--- config.mk ---
export PLATFORM = sky130hd
export DESIGN_NAME = packet_tx
export DESIGN_NICKNAME = d
export VERILOG_FILES = /design/src/rtl/packet_tx.sv
export SDC_FILE = /design/constraint.sdc
export NUM_CORES = 1
export LEC_CHECK = 0
export ABC_CLOCK_PERIOD_IN_PS = 3000
export BUFFER_PORTS_ARGS = -buffer_cell sky130_fd_sc_hd__buf_2
export CAP_MARGIN = 20
export CORE_UTILIZATION = 25
export CTS_BUF_LIST = sky130_fd_sc_hd__clkbuf_4 sky130_fd_sc_hd__clkbuf_8 sky130_fd_sc_hd__clkbuf_16
export DETAILED_ROUTE_END_ITERATION = 10
export PLACE_DENSITY = 0.4
export RECOVER_POWER = 100
export SLEW_MARGIN = 20
export SYNTH_ARGS = -nofsm -noshare
export SYNTH_HDL_FRONTEND = slang
export SYNTH_SLANG_ARGS = --single-unit
export TNS_END_PERCENT = 10
--- constraint.sdc ---
create_clock -name clk -period 3 [get_ports clk]
set_input_delay 0.15 -clock clk [delete_from_list [all_inputs] [get_ports clk]]
set_output_delay 0.15 -clock clk [all_outputs]
set_load 0.01 [all_outputs]
--- src/rtl/packet_tx.sv ---
// Packet transmitter: latches one packet per handshake and streams it as
// head/body/tail flits, with a sequence number in the head and an XOR checksum in the tail.
//
//   state  | meaning
//   S_IDLE | waiting for a packet, pkt_ready high
//   S_HEAD | presenting the head flit
//   S_BODY | presenting body word idx
//   S_TAIL | presenting the checksum flit
module packet_tx #(
    parameter int FLIT_WIDTH = 64,
    parameter int MAX_BODY   = 4
) (
    input  logic                           clk,
    input  logic                           rst,
    input  logic                           pkt_valid,
    output logic                           pkt_ready,
    input  logic [7:0]                     pkt_dst_id,
    input  logic [7:0]                     pkt_src_id,
    input  logic [7:0]                     pkt_body_len,
    input  logic [MAX_BODY*FLIT_WIDTH-1:0] pkt_body,
    output logic                           flit_valid,
    input  logic                           flit_ready,
    output logic [FLIT_WIDTH-1:0]          flit_data,
    output logic [1:0]                     flit_type,
    output logic                           busy
);

    typedef enum logic [1:0] {S_IDLE, S_HEAD, S_BODY, S_TAIL} state_t;

    localparam int         IDX_W   = (MAX_BODY > 1) ? $clog2(MAX_BODY) : 1;
    localparam logic [7:0] MAX_LEN = 8'(MAX_BODY);

    state_t                  state_q, state_d;
    logic [7:0]              dst_q, dst_d, src_q, src_d, len_q, len_d, seq_q, seq_d;
    logic [IDX_W-1:0]        idx_q, idx_d;
    logic [FLIT_WIDTH-1:0]   csum_q, csum_d;
    logic [FLIT_WIDTH-1:0]   body_q [MAX_BODY];
    logic [FLIT_WIDTH-1:0]   body_d [MAX_BODY];
    logic                    flit_valid_q, flit_valid_d;
    logic [FLIT_WIDTH-1:0]   flit_data_q, flit_data_d;
    logic [1:0]              flit_type_q, flit_type_d;
    logic                    busy_q, busy_d;
    logic                    pkt_ready_q, pkt_ready_d;

    logic                    accept;
    logic                    fire;
    logic                    last_body;
    logic [7:0]              eff_len;

    assign accept    = (state_q == S_IDLE) && pkt_valid && pkt_ready_q;
    assign fire      = flit_valid_q && flit_ready;
    assign last_body = ((8'(idx_q) + 8'd1) == len_q);
    assign eff_len   = (pkt_body_len > MAX_LEN) ? MAX_LEN : pkt_body_len;

    always_comb begin
        state_d = state_q;
        dst_d   = dst_q;
        src_d   = src_q;
        len_d   = len_q;
        seq_d   = seq_q;
        idx_d   = idx_q;
        csum_d  = csum_q;
        body_d  = body_q;

        case (state_q)
            S_IDLE: begin
                if (accept) begin
                    dst_d  = pkt_dst_id;
                    src_d  = pkt_src_id;
                    len_d  = eff_len;
                    idx_d  = '0;
                    csum_d = '0;
                    for (int i = 0; i < MAX_BODY; i++) begin
                        body_d[i] = pkt_body[i*FLIT_WIDTH +: FLIT_WIDTH];
                    end
                    state_d = S_HEAD;
                end
            end
            S_HEAD: begin
                if (fire) begin
                    csum_d  = csum_q ^ flit_data_q;
                    state_d = (len_q != 8'd0) ? S_BODY : S_TAIL;
                end
            end
            S_BODY: begin
                if (fire) begin
                    csum_d = csum_q ^ flit_data_q;
                    if (last_body) begin
                        state_d = S_TAIL;
                    end else begin
                        idx_d = idx_q + 1'b1;
                    end
                end
            end
            S_TAIL: begin
                if (fire) begin
                    seq_d   = seq_q + 8'd1;
                    state_d = S_IDLE;
                end
            end
            default: state_d = S_IDLE;
        endcase

        // Outputs are built from the next-state values so every port comes straight off a flop.
        flit_valid_d = (state_d != S_IDLE);
        busy_d       = (state_d != S_IDLE);
        pkt_ready_d  = (state_d == S_IDLE);
        flit_type_d  = 2'b00;
        flit_data_d  = '0;
        case (state_d)
            S_HEAD: flit_data_d[FLIT_WIDTH-1 -: 32] = {dst_d, src_d, len_d, seq_d};
            S_BODY: begin
                flit_type_d = 2'b01;
                flit_data_d = body_d[idx_d];
            end
            S_TAIL: begin
                flit_type_d = 2'b10;
                flit_data_d = csum_d;
            end
            default: ;
        endcase
    end

    always_ff @(posedge clk) begin
        if (rst) begin
            state_q      <= S_IDLE;
            seq_q        <= '0;
            idx_q        <= '0;
            csum_q       <= '0;
            dst_q        <= '0;
            src_q        <= '0;
            len_q        <= '0;
            flit_valid_q <= 1'b0;
            flit_data_q  <= '0;
            flit_type_q  <= 2'b00;
            busy_q       <= 1'b0;
            pkt_ready_q  <= 1'b0;
        end else begin
            state_q      <= state_d;
            seq_q        <= seq_d;
            idx_q        <= idx_d;
            csum_q       <= csum_d;
            dst_q        <= dst_d;
            src_q        <= src_d;
            len_q        <= len_d;
            flit_valid_q <= flit_valid_d;
            flit_data_q  <= flit_data_d;
            flit_type_q  <= flit_type_d;
            busy_q       <= busy_d;
            pkt_ready_q  <= pkt_ready_d;
        end
    end

    // Body words are pure data; they are only consumed after a fresh accept.
    always_ff @(posedge clk) begin
        body_q <= body_d;
    end

    assign flit_valid = flit_valid_q;
    assign flit_data  = flit_data_q;
    assign flit_type  = flit_type_q;
    assign busy       = busy_q;
    assign pkt_ready  = pkt_ready_q;

endmodule

Yosys cells after proc, flatten, opt, wreduce, memory -nomap -nowiden --
Index checks and enable logic that the tools add are counted. Widths: inputs -> output; s select.
Word-level totals: flip-flop bits (word level) 424, input bits 284
Cells by class: $add $sub $neg 3, magnitude comparators 2, equality and inequality tests 7, muxes and demuxes 31, bitwise operators 2, reductions and logical operators 8
Operators with widths (count):
- $mux 256 | 2
- $mux 64 | 4
- $bmux 64 s2 | 1
- $pmux 64 s2 | 1
- $pmux 32 s3 | 1
- $mux 8 | 9
- $pmux 32 s2 | 1
- $xor 64x64->64 | 1
- $mux 2 | 8
- $add 8x1->8 const B | 1
- $eq 2x2->1 const B | 4
- $eq 3x8->1 | 1
- $gt 8x3->1 const B | 1
- $pmux 2 s2 | 2
- $pmux 2 s4 | 1
- $reduce_bool 8->1 | 1
- $eq 2x1->1 const B | 2
- $logic_not 2->1 | 2
- $add 2x1->3 const B | 1
- $ge 3x3->1 const B | 1
- $logic_and 1x1->1 | 3
- $not 2->3 | 1
- $add 2x1->2 const B | 1
- $reduce_bool 2->1 | 1
- other kinds (2) | 2

Longest topological paths before layout --
Gate-level depths: netlist of run 1.
depth after elaboration 10, depth in mapped cells 12, gate-level depth less buffers 8

Least setup slack after synthesis of run 1 --
No wires, ideal clock.
path kind reg-to-reg, start point reg idx_q[0], end point reg flit_data_q[48] (netlist: flit_data[48]), data arrival time 2506 ps, path slack 374 ps, stages on the path, launching flop included 10, clock period less this slack 2626 ps, cell sequence dfxtp_1 -> ha_1 -> xnor2_1 -> and3_1 -> mux2i_2 -> nand3_2 -> buf_4 -> buf_6 -> mux2_4 -> a211o_1
Between the ends: cells in the longest elaborated chain, start to end 10, elaborated cells on any way between the ends 18, classes of those cells add/sub (2); eq/ne (4); mux (11); bitwise (1)
RTL lines:
- from (decl) | line 35 | logic [IDX_W-1:0] idx_q, idx_d;
- from (signal assigned) | line 141 | idx_q <= idx_d;
- $add 2x1->3 | line 52 | assign last_body = ((8'(idx_q) + 8'd1) == len_q);
- $eq 3x8->1 | line 52
- $mux 2 | line 88 | if (last_body) begin
- $mux 2 | line 86 | if (fire) begin
- $pmux 2 s2 | line 65 | case (state_q)
- $not 2->3 (implied by the code) | line 114 | flit_data_d = body_d[idx_d];
- $bmux 64 s2 | line 114
- $mux 64 (implied by the code) (2 in series) | line 114
- $pmux 32 s3 (*) | line 110 | case (state_d)
- to (signal assigned) | line 147 | flit_data_q <= flit_data_d;
- to (decl) | line 40 | logic [FLIT_WIDTH-1:0] flit_data_q, flit_data_d;
Mark *: on every way between the ends. The rest lies on a longest branch, timed or not. The select of a mux whose other input is x is not followed. A chain may end at the register's enable or synchronous reset.

Final worst setup path of run 1 --
start point reg state_q[1], end point reg flit_data_q[6] (netlist: flit_data[6])
Between the ends: cells in the longest elaborated chain, start to end 10, elaborated cells on any way between the ends 26, classes of those cells eq/ne (5); mux (16); bitwise (1); reduce/logical (4)
RTL lines:
- from (decl) | line 33 | state_t state_q, state_d;
- from (signal assigned) | line 139 | state_q <= state_d;
- $logic_not 2->1 | line 50, 65
- $logic_and 1x1->1 (2 in series) | line 50 | assign accept = (state_q == S_IDLE) && pkt_valid && pkt_ready_q;
- $mux 2 | line 67 | if (accept) begin
- $pmux 2 s2 | line 65
- $not 2->3 (implied by the code) | line 114
- $bmux 64 s2 | line 114
- $mux 64 (implied by the code) (2 in series) | line 114
- $pmux 32 s2 (*) | line 110
Marks and branches as above.

==> results.txt, run 1 <==
The total routed wirelength came out at about 68 mm. Leaving out fill and tap cells, the most frequent cells in the layout are 723 x sky130_fd_sc_hd__nand2_1, 424 x sky130_fd_sc_hd__dfxtp_1, 283 x sky130_fd_sc_hd__buf_2, 276 x sky130_fd_sc_hd__dlygate4sd3_1, 78 x sky130_fd_sc_hd__nor2_1. The number of H-tree levels is 2. The maximum number of pins on one net before global-route repair is 169.

The run finished with clean final reports. Buffers inserted during clock tree synthesis total 50. The leakage power is about 11 nW.

The final core utilization is 0.359. The detailed placement HPWL came out at 46.7 mm. The number of antenna violations at the first check in global routing is 7. The overall fraction of global-route tracks in use came out at 0.182. Dividing the final minimum period by the clock period gives 0.958.

Counting tap cells, the placed design contains a total of roughly 3400 instances. The biggest area contributor in the post-synthesis netlist is sky130_fd_sc_hd__dfxtp_1. The number of ports placed on the die boundary came out at roughly 350.

The most numerous cell type found on the critical path is sky130_fd_sc_hd__buf_4. The power per cell area is around 640 mW/mm². Headroom to the max-slew limit came out at 0.327.

The category of cells accounting for the largest share of critical-path delay is compound AO/OA/AOI/OAI gates. The required time reported for the critical path endpoint came out at between 3 and 4 ns. In the post-synthesis netlist, the biggest area contributors are sky130_fd_sc_hd__dfxtp_1 47%, sky130_fd_sc_hd__nand2_1 15%, sky130_fd_sc_hd__mux2_2 4.5%. Dividing the detail-routed wire length by the instance count gives between 15 and 20 µm. The transition time of the tightest slew-check pin came out at 1.01 ns. In this run the remaining antenna-violating nets after routing total 0. In the routed layout, each cell is associated on average with a via count of ~4.5. The total stage count of the critical path came out at 9. The width of the die is ~270 µm. The clock skew came out at approximately 0.018 ns.

The count of final hold-check violations is 0. The number of maximum-capacitance constraint violations came out at 0. The fraction of layout instances using a drive strength above 1 is 0.197.

The final global-route overflow total came out at 0. The count of cells along the worst register-to-register path is 9. The net count after synthesis came out at about 2400. For this run, design rule violations remaining after detail routing come to 0.

The sequential cell area fraction in the yosys report is 0.474. The most critical setup path has its startpoint at state_q[1]$_SDFF_PP0_. In this run the clock root is driven by a sky130_fd_sc_hd__clkbuf_16. The max-slew violation count came out at 0. TritonCTS built the clock tree. The post-layout net count is around 3000.

The startpoint of the worst hold path is pkt_body_len[6]. The share of synthesized area in the top cell type comes to 0.474. After filler insertion, the fill cell instance count of the layout stands at between 7000 and 8000. The area growth from synthesis to layout is 41.1%.

In this run the vertical extent of the chip is ~270 µm. The clock latency on the worst-skew pair came out at about 0.59 ns. After the first detailed-routing iteration, the DRC count stood at 775.

The clock net sink count is around 420. The signal arrival time at the worst endpoint is about 3.3 ns. The initial standard-cell utilization of the core came out at 0.254. The setup TNS came out at 0 ns. The iteration count of the initial detailed-routing pass is 5. The area of the placeable core is a little over 0.07 mm². The startpoint identified for the worst register-to-register timing path is state_q[1]$_SDFF_PP0_. The worst setup path is of the register to register kind. The clock edge transition at the registers on the reported setup and hold paths is about 0.06 ns.

In this run the critical register-to-register path is captured at flit_data[6]$_SDFF_PP0_. The count of flip-flops with a built-in enable after synthesis came out at 0. The number of register bits inferred by synthesis is ~420. Counting flops with an async set or reset pin after synthesis yields a share of 0. The highest clock rate is roughly 0.35 GHz. The last weighted congestion value of the routability-driven placer is 0.802. The area used by sequential logic in the layout is ~0.0085 mm². The sort of element at the end of the critical path is a register. The final critical path time including I/O delays and setup is roughly 2.9 ns. The non-filler instance count after layout is between 3000 and 4000.

Synthesis produced between 2000 and 2500 cells. The kind of start point of the critical path is a register. The total via count in the routed design is about 17000. Walking the worst path, the cells encountered are inv_1 > ha_1 > or4b_2 > a2111oi_4 > buf_4 > nor2_4 > buf_4 > o2111a_1 > a221o_1. The path class of the tightest hold or removal check is primary input to register. The number of standard-cell rows in the floorplan came out at 97. Following the worst setup path forward leads to its endpoint at flit_data[6]$_SDFF_PP0_. In this run the worst path has a maximum fanout of 17. Among all stages on the critical path, the largest delay is contributed by sky130_fd_sc_hd__or4b_2.

The number of library cell types mapped by synthesis is 54. The largest vdd supply drop is 0.406 mV. The buffer levels on the longest clock path is 3. The number of global-route vias before repair was approximately 17000. The die covers between 0.07 and 0.08 mm². For this run, the number of Yosys warnings is 0. The count of buffers inserted at the top-level ports came out at between 300 and 400. The slack of the worst reg-to-reg path is ~0.13 ns.

The largest stage delay on the critical path is roughly 0.63 ns. In the synthesized netlist the dominant register cell turns out to be sky130_fd_sc_hd__dfxtp_1. The post-synthesis instance area is 0.0179 mm².

The first-pass GRT wire length came out at roughly 100 mm. Setup repair after global routing left no endpoint under its margin. Summing all multi-input logic gate instances after layout gives ~0.0087 mm². The buffering stage count on the worst path with inverters included is 3. The average cell area after synthesis is between 8 and 9 µm². Leaving out fill and tap cells, the most frequent cell in the layout is sky130_fd_sc_hd__nand2_1. The final setup violation count is 0.

The number of setup buffers added after CTS is 0.
routing by layer:
layer	routed length, µm	track usage	vias to the layer above
met4	2350	0.0661	4
met3	2720	0.0303	113
met1	29000	0.217	8000
met5	31	0	-
met2	33600	0.325	345
li1	-	-	8448
Yosys cell counts (all sizes together) (27+ instances only):
master and instances:
inv 32, nand3 57, buf 36, dfxtp 424
mux2i 44, a21oi 63, a2111oi 27, o2111a 38
nor2b 33, nand2 723, clkbuf 133, a221o 39
nor2 81, o21ai 79, mux2 85, and2 57
nand2b 39
report_power, final:
part           total (mW)  internal, mW  switching (mW)
clock                5.99          3.52            2.47
sequential           7.09          6.80           0.293
combinational        3.16          1.30            1.86
total                16.2          11.6            4.62
how the worst min path moves through the flow:
stage                                endpoint  cells past startpoint
final                     len_q[0]$_SDFF_PP0_                      5
after global routing      len_q[0]$_SDFF_PP0_                      5
after CTS                 len_q[0]$_SDFF_PP0_                      5
after detailed placement   body_q[40]$_DFF_P_                      3
after global placement     body_q[58]$_DFF_P_                      3
after floorplan           body_q[126]$_DFF_P_                      2
per-stage QoR:
step | area (µm²) | total power, mW | hold WS (ns) | worst slack (ns)
finish | 25300 | 16.2 | 0.0366 | 0.126
floorplan | 17900 | 9.00 | 0.261 | 0.374
global placement | 21000 | 10.1 | 0.358 | 0.183
CTS | 25400 | 16.5 | 0.0115 | 0.101
global route | 25300 | 17.2 | 0.0307 | 0.00796
detailed placement | 21000 | 10.2 | 0.361 | 0.117
area by class of cell:
class / count / share of cell area
inverter: 32 / 0.00476
multi-input combinational: 1528 / 0.344
sequential: 424 / 0.336
tap: 940 / 0.0466
clock inverter: 15 / 0.00486
antenna: 4 / 0.000396
clock buffer: 73 / 0.0588
timing repair buffer: 704 / 0.204
state kept, by name, indices dropped and copies added, names as in the netlist:
register and count:
body_q 256, csum_q 64, flit_data 64, dst_q 8, len_q 8, seq_q 8
src_q 8, flit_type 2, idx_q 2, state_q 2, busy 1, pkt_ready 1
worst reg2reg max path: stages (launching register included):
cell and delay (ns):
sky130_fd_sc_hd__dfxtp_1 0.34, sky130_fd_sc_hd__inv_1 0.11, sky130_fd_sc_hd__ha_1 0.20, sky130_fd_sc_hd__or4b_2 0.63, sky130_fd_sc_hd__a2111oi_4 0.40, sky130_fd_sc_hd__buf_4 0.23, sky130_fd_sc_hd__nor2_4 0.12, sky130_fd_sc_hd__buf_4 0.25
sky130_fd_sc_hd__o2111a_1 0.15, sky130_fd_sc_hd__a221o_1 0.34
cells by family (layout without fill, tap and decap cells):
kind of cell / after synthesis / in the layout / share of synthesized area
other cells: 0 / 4 / 0
buf+inv: 201 / 824 / 0.0452
xor+xnor: 10 / 10 / 0.00489
flops: 424 / 424 / 0.474
simple gates: 1026 / 1026 / 0.243
mux: 129 / 129 / 0.0804
compound gates: 356 / 356 / 0.147
fa+ha+maj: 7 / 7 / 0.00489
timing repair:
| action | CTS | global route |
|---|---|---|
| hold buffers | 276 | 0 |
| endpoints found under the hold margin | 298 | 0 |
| setup endpoints to repair | 0 | 19 |
| gates resized for setup | 0 | 4 |
No activity file was read; power rests on OpenSTA's default activity.
==> run 2: changes to the inputs <==
- CORE_UTILIZATION: 25 -> 32
- GPL_TIMING_DRIVEN: not set -> 0
- PLACE_DENSITY: 0.4 -> 0.49
- SETUP_SLACK_MARGIN: not set -> 0.5
==> run 2 against run 1 <==
Hold slack better by 0.027 ns. Power is 3.2% higher. Clock power is 5.2% higher. Final area is 5.1% higher. Maximum frequency is 0.79% higher. Sequential cell count stayed put. First-iteration DRC count is 40% higher. Non-clock buffer count is 147 higher. Clock-buffer cell count is 4 higher. Critical path type unchanged. Largest cell class unchanged. Highest routed layer unchanged.
==> results.txt, run 2 (synthesis gave the netlist of run 1 again) <==
The largest vdd supply drop came out at 0.465 mV (+15%). The overall fraction of global-route tracks in use came out at 0.260 (+0.0776). The final setup violation count is 0 (unchanged). The buffer levels on the longest clock path is 3 (unchanged). The highest clock rate came out at 0.351 GHz (+0.79%). The last weighted congestion value of the routability-driven placer came out at 0.880 (+9.6%). The cell occurring most often along the worst timing path is sky130_fd_sc_hd__clkbuf_1.

The transition time of the tightest slew-check pin is 0.821 ns (-0.188 ns). The count of buffers inserted at the top-level ports is 350 (-0.57%). The required time reported for the critical path endpoint was 3.50 ns (+0.04 ns).

The headroom to the max-slew limit was 0.453 (+0.126). The initial standard-cell utilization of the core is 0.324 (+0.0700). The number of H-tree levels was 2 (unchanged). The final period utilization is 0.950 (-0.00753). The clock net sink count came out at 424 (unchanged). The number of maximum-capacitance constraint violations came to 0 (unchanged). The number of antenna violations at the first check in global routing was 1 (-6).

The number of design-rule violations left by the first detailed-router iteration is 1083 (+40%). The first-pass GRT wire length came out at 111 mm (+7.4%). The cell family contributing the most delay on the critical path is buffers and inverters. The total routed wirelength came out at 75.1 mm (+11%). The total via count in the routed design came to 18300 (+8.0%). The clock skew came out at 0.0308 ns (+0.0132 ns). The buffering stage count on the worst path with inverters included is 3 (unchanged).

Relative to the synthesized area, the layout overhead comes to 48.2%. The setup TNS came out at 0 ns (unchanged). The final core utilization came out at 0.481 (+0.122). The number of ports placed on the die boundary came out at 353 (unchanged). The library cell used as clock root buffer is sky130_fd_sc_hd__clkbuf_16. The final global-route overflow total is 0 (unchanged).

The iteration count of the initial detailed-routing pass came to 5 (unchanged). The register containing the most flip-flops in the final layout is body_q. The clock latency on the worst-skew pair came to 0.61 ns (+0.02 ns).

The library cell used most frequently in the layout, excluding fill and tap cells, is sky130_fd_sc_hd__nand2_1. The largest stage delay on the critical path is 0.58 ns (-0.05 ns). The count of final hold-check violations came to 0 (unchanged). The detailed-route vias per instance came out at 4.97 (+9.3%). The number of remaining DRC errors is 0 (unchanged). The final hold slack is 0.0633 ns (+0.0267 ns). The width of the die came out at 239 µm (-12%).

The post-layout net count is 3178 (+4.8%). The number of standard-cell rows in the floorplan was 86 (-11%). The worst hold path belongs to the class primary input to register. The maximum number of pins on one net before global-route repair is 14 (-92%). The area enclosed by the die boundary is 0.0569 mm² (-22%). Walking the worst path, the cells encountered are inv_8 > ha_2 > nand4_1 > a2bb2oi_1 > clkbuf_1 > nor3_1 > clkbuf_1 > o2111a_1 > a221o_1. The flip-flop count of the largest register after layout is 256 (unchanged). The filler cell count is 5359 (-27%). The maximum net fanout on the critical path came out at 10 (-7).

In the layout the commonest cells are 721 x sky130_fd_sc_hd__nand2_1, 419 x sky130_fd_sc_hd__dfxtp_1, 294 x sky130_fd_sc_hd__buf_2, 276 x sky130_fd_sc_hd__dlygate4sd3_1, 148 x sky130_fd_sc_hd__clkbuf_1. The smallest setup slack after layout was 0.149 ns (+0.0226 ns). The worst setup slack before clock tree synthesis is -0.798 ns (-0.915 ns). The fraction of layout instances using a drive strength above 1 came out at 0.226 (+0.0294). The routed wire length per instance is 20.4 µm (+12%). The power per cell area came to 631 mW/mm² (-1.8%). The TritonCTS clock tree is done.

The kind of start point of the critical path is a register. The max-slew violation count is 0 (unchanged). The antenna diode count is 0 (-4). Setup repair after global routing could not meet its margin everywhere. The final critical path time including I/O delays and setup is 2.85 ns (-0.0226 ns). The run finished with clean final reports. The leakage power came out at 11.9 nW (+5.1%). STA classifies the critical path endpoint as a register. The library cell contributing the largest single delay on the critical path is sky130_fd_sc_hd__nor3_1. The die extent in y came out at 239 µm (-12%). The category of the critical setup timing path is register to register. The area of the placeable core came to 0.0552 mm² (-22%). The CTS buffer count is 50 (unchanged). The count of nets left with antenna violations after detail routing is 0 (unchanged). The signal arrival time at the worst endpoint came out at 3.35 ns (+0.02 ns). The detailed placement HPWL is 53.2 mm (+14%). The clock edge transition at the registers on the reported setup and hold paths is 0.06 ns (about the same). The number of global-route vias before repair is 18500 (+7.4%).
run 2: cell types whose count changed in the layout (fill, tap and decap cells not counted), moves of 15 or more:
| cell | change |
|---|---|
| sky130_fd_sc_hd__clkbuf_1 | +77 |
| sky130_fd_sc_hd__clkbuf_2 | +38 |
| sky130_fd_sc_hd__a2111oi_0 | -22 |
| sky130_fd_sc_hd__buf_4 | -18 |
| sky130_fd_sc_hd__a2111oi_4 | +16 |
| sky130_fd_sc_hd__clkbuf_8 | +15 |
run 2: worst register-to-register path, cell delays in order, from the launching register on:
cell and delay (ns):
sky130_fd_sc_hd__dfxtp_4 0.39, sky130_fd_sc_hd__inv_8 0.05, sky130_fd_sc_hd__ha_2 0.23, sky130_fd_sc_hd__nand4_1 0.16
sky130_fd_sc_hd__a2bb2oi_1 0.11, sky130_fd_sc_hd__clkbuf_1 0.13, sky130_fd_sc_hd__nor3_1 0.58, sky130_fd_sc_hd__clkbuf_1 0.56
sky130_fd_sc_hd__o2111a_1 0.32, sky130_fd_sc_hd__a221o_1 0.25
run 2: through the flow:
| stage | power [mW] | instances | cell area [µm²] |
|---|---|---|---|
| global placement | 10.0 | 3251 | 20600 |
| global route | 17.5 | 3676 | 26500 |
| CTS | 16.8 | 3674 | 26600 |
| detailed placement | 10.1 | 3251 | 20600 |
| floorplan | 9.00 | 2153 | 17900 |
| finish | 16.8 | 3676 | 26500 |
run 2: per-layer routing:
layer  GRT usage  part of all wire  vias to the layer above  routed length (µm)
li1            -                 -                     8751                   -
met1       0.317              0.42                     8731               31500
met2       0.450              0.49                      613               36500
met3      0.0364             0.051                      160                3840
met4       0.119             0.043                        2                3230
met5           0           0.00016                        -                  12
run 2: area by class of cell:
class / instances / area, µm² / area share
clock inverters: 16 / 163 / 0.00613
flip-flops and latches: 424 / 8500 / 0.320
clock buffers: 77 / 1560 / 0.0588
well taps: 748 / 936 / 0.0353
multi-input cells: 1528 / 9140 / 0.344
inverters: 32 / 130 / 0.00490
repair buffers: 682 / 5040 / 0.190
plain buffers: 169 / 1070 / 0.0403
run 2: repair_timing:
item	CTS	global route
pin swaps	26	6
hold buffers	276	0
gates cloned	5	0
buffers inserted	49	2
resized for setup	249	46
endpoints found under the setup margin	348	108
endpoints found under the hold margin	297	0
run 2: path summary, 6_finish.rpt:
check,slack (ns),startpoint,cells past startpoint,end
hold reg to reg,0.44,body_q[76]$_DFF_P_,2,body_q[76]$_DFF_P_
setup / recovery,0.15,state_q[0]$_SDFF_PP0_,9,flit_data[62]$_SDFF_PP0_
setup reg to reg,0.15,state_q[0]$_SDFF_PP0_,9,flit_data[62]$_SDFF_PP0_
hold / removal,0.06,pkt_body_len[7],5,len_q[2]$_SDFF_PP0_
run 2: power breakdown:
| group | switching [mW] | internal [mW] |
|---|---|---|
| Combinational | 2.00 | 1.36 |
| Sequential | 0.303 | 6.80 |
| Clock | 2.54 | 3.76 |
==> run 3: changes to the inputs <==
- ABC_CLOCK_PERIOD_IN_PS: 3000 -> 3400
- clock period: 3 -> 3.4 ns (I/O delays scaled with it)
==> run 3 against run 2 <==
Utilization is 1.8 points lower. Combinational power fell by 13%. Clock-buffer cell count is 11 lower. First-iteration DRC count grew 13%. Setup slack gained 0.20 ns. Via count down 1.9%.
==> results.txt, run 3 (synthesis gave the netlist of run 1 again) <==
The fraction of layout instances using a drive strength above 1 is 0.202 (-0.0249). The max-slew violation count came to 0 (unchanged). The startpoint identified for the worst register-to-register timing path is busy$_SDFF_PP0_. The first-pass GRT wire length came to 106 mm (-4.4%).

The highest clock rate came out at 0.328 GHz (-6.6%). The transition time of the tightest slew-check pin came out at 0.902 ns (+0.0808 ns). The number of global-route vias before repair is 17900 (-3.4%). The clock latency on the worst-skew pair is 0.59 ns (-0.02 ns).

Setup repair after global routing could not meet its margin everywhere. The overall fraction of global-route tracks in use is 0.249 (-0.0110). The number of ports placed on the die boundary is 353 (unchanged). The iteration count of the initial detailed-routing pass is 5 (unchanged).

The detailed-route vias per instance was 4.94 (-0.53%). The count of nets left with antenna violations after detail routing is 0 (unchanged). The initial standard-cell utilization of the core came out at 0.324 (unchanged). The CTS buffer count came out at 47 (-6.0%).

The final period utilization is 0.898 (-0.0527). The width of the die was 239 µm (unchanged). The final global-route overflow total was 0 (unchanged).

The kind of start point of the critical path is a register. The number of cells traversed by the worst hold path was 4 (-1). The final core utilization came out at 0.463 (-0.0179). The area used by sequential logic in the layout is 0.00849 mm² (-0.12%).

The filler cell count is 5468 (+2.0%). The final setup violation count came out at 0 (unchanged). The number of H-tree levels is 2 (unchanged). The number of maximum-capacitance constraint violations came out at 0 (unchanged). The count of buffers inserted at the top-level ports is 350 (unchanged).

The power per cell area was 567 mW/mm² (-10%). The total via count in the routed design was 17900 (-1.9%). The worst hold path terminates at pkt_ready$_SDFF_PP0_. The flip-flop count of the largest register after layout is 256 (unchanged).

body_q holds more flip-flops than any other register. The post-layout net count came to 3133 (-1.4%). The cell count after placement is 3251 (unchanged). The leakage power is 11.4 nW (-4.1%). The setup TNS came to 0 ns (unchanged). The slack of the worst reg-to-reg path was 0.35 ns (+0.20 ns).

The headroom to the max-slew limit came to 0.394 (-0.0585). The signal arrival time at the worst endpoint is 3.59 ns (+0.24 ns). The number of antenna violations at the first check in global routing came out at 5 (+4). The maximum net fanout on the critical path was 9 (-1). The final critical path time including I/O delays and setup came out at 3.05 ns (+0.201 ns).

The total cell area at the placement stage came out at 0.0206 mm² (-0.13%). The flow ran to the end, and the final reports show no timing, DRC or antenna violations. The clock skew is 0.0237 ns (-0.00716 ns). The count of cells along the worst register-to-register path was 11 (+2). The largest vdd supply drop is 0.393 mV (-16%). The routed wire length per instance is 20.1 µm (-1.5%). The area of the placeable core is 0.0552 mm² (unchanged). The detailed placement HPWL is 52.7 mm (-0.90%). The library cell used most frequently in the layout, excluding fill and tap cells, is sky130_fd_sc_hd__nand2_1. The number of remaining DRC errors was 0 (unchanged). The area enclosed by the die boundary is 0.0569 mm² (unchanged). The maximum number of pins on one net before global-route repair is 14 (unchanged). Relative to the synthesized area, the layout overhead comes to 42.7%. The count of final hold-check violations came to 0 (unchanged). The last weighted congestion value of the routability-driven placer came out at 0.915 (+4.0%). The clock net sink count is 424 (unchanged). In this run the critical register-to-register path is captured at flit_data[0]$_SDFF_PP0_. The clock edge transition at the registers on the reported setup and hold paths came out at 0.07 ns (about the same). The library cells used most frequently in the layout, excluding fill and tap cells, are 722 x sky130_fd_sc_hd__nand2_1, 421 x sky130_fd_sc_hd__dfxtp_1, 296 x sky130_fd_sc_hd__buf_2, 276 x sky130_fd_sc_hd__dlygate4sd3_1, 162 x sky130_fd_sc_hd__clkbuf_1.

The total area of multi-input combinational cells came out at 0.00904 mm² (-1.0%). The total routed wirelength came out at 72.9 mm (-2.8%). The critical path is of the register to register type. The TritonCTS clock tree is done. The final hold slack is 0.0974 ns (+0.0341 ns). The root buffer cell chosen for the clock tree is sky130_fd_sc_hd__clkbuf_16. The buffer levels on the longest clock path is 3 (unchanged). The type of the tightest min-delay check is primary input to register. The required time reported for the critical path endpoint came out at 3.94 ns (+0.44 ns). The number of standard-cell rows in the floorplan came out at 86 (unchanged). The startpoint identified for the worst hold timing path is pkt_valid. The sort of element at the end of the critical path is a register. The non-filler instance count after layout is 3627 (-1.3%). The post-route standard cell area excluding fillers came out at 0.0255 mm² (-3.7%). The number of design-rule violations left by the first detailed-router iteration came to 1226 (+13%). The die extent in y is 239 µm (unchanged).
==> run 3: how the worst max path moves through the flow <==
stage | startpoint | to
floorplan | idx_q[0]$_SDFF_PP0_ | flit_data[48]$_SDFF_PP0_
global placement | state_q[1]$_SDFF_PP0_ | flit_data[58]$_SDFF_PP0_
detailed placement | state_q[1]$_SDFF_PP0_ | flit_data[58]$_SDFF_PP0_
CTS | busy$_SDFF_PP0_ | flit_data[13]$_SDFF_PP0_
global route | state_q[1]$_SDFF_PP0_ | flit_data[39]$_SDFF_PP0_
finish | busy$_SDFF_PP0_ | flit_data[0]$_SDFF_PP0_
==> run 3: through the flow <==
stage | power, mW | setup WS (ns)
2_1_floorplan | 7.94 | 0.774
3_3_place_gp | 8.85 | -0.402
3_5_place_dp | 8.93 | -0.423
4_1_cts | 14.5 | 0.465
5_1_grt | 15.1 | 0.235
6_report | 14.5 | 0.348
==> run 3: report_power, final <==
part	switching, mW	total, mW	internal, mW
Clock	2.20	5.30	3.11
Sequential	0.268	6.26	6.00
Combinational	1.76	2.91	1.15
Total	4.22	14.5	10.3
==> run 3: repair_timing <==
item / 4_1_cts / 5_1_grt
hold buffers: 276 / 0
setup buffers: 13 / 1
hold endpoints to repair: 278 / 0
pin swaps: 6 / 4
endpoints found under the setup margin: 91 / 68
gates cloned: 0 / 0
resized for setup: 125 / 82
==> run 3: critical path, stage by stage (launching register included) <==
cell                        delay [ns]
sky130_fd_sc_hd__dfxtp_1          0.42
sky130_fd_sc_hd__clkbuf_1         0.41
sky130_fd_sc_hd__a21oi_1          0.13
sky130_fd_sc_hd__a2bb2oi_1        0.17
sky130_fd_sc_hd__or2_2            0.28
sky130_fd_sc_hd__clkbuf_2         0.16
sky130_fd_sc_hd__or4_1            0.43
sky130_fd_sc_hd__buf_6            0.18
sky130_fd_sc_hd__nor2_4           0.16
sky130_fd_sc_hd__clkbuf_1         0.26
sky130_fd_sc_hd__clkbuf_1         0.23
sky130_fd_sc_hd__a221o_1          0.18
==> run 3: per-layer routing <==
metal | wire, µm | vias up | GRT usage
li1 | - | 8661 | -
met1 | 31700 | 8557 | 0.318
met2 | 35100 | 572 | 0.427
met3 | 3640 | 120 | 0.0343
met4 | 2420 | 8 | 0.0874
met5 | 56 | - | 0
==> run 3: cell type report <==
| cell class | instances | share of cell area |
|---|---|---|
| Antenna cell | 1 | 0.0000980 |
| Buffer | 169 | 0.0326 |
| Clock buffer | 66 | 0.0533 |
| Clock inverter | 19 | 0.00862 |
| Inverter | 32 | 0.00470 |
| Multi-Input combinational cell | 1528 | 0.354 |
| Sequential cell | 424 | 0.332 |
| Tap cell | 748 | 0.0366 |
| Timing Repair Buffer | 640 | 0.178 |
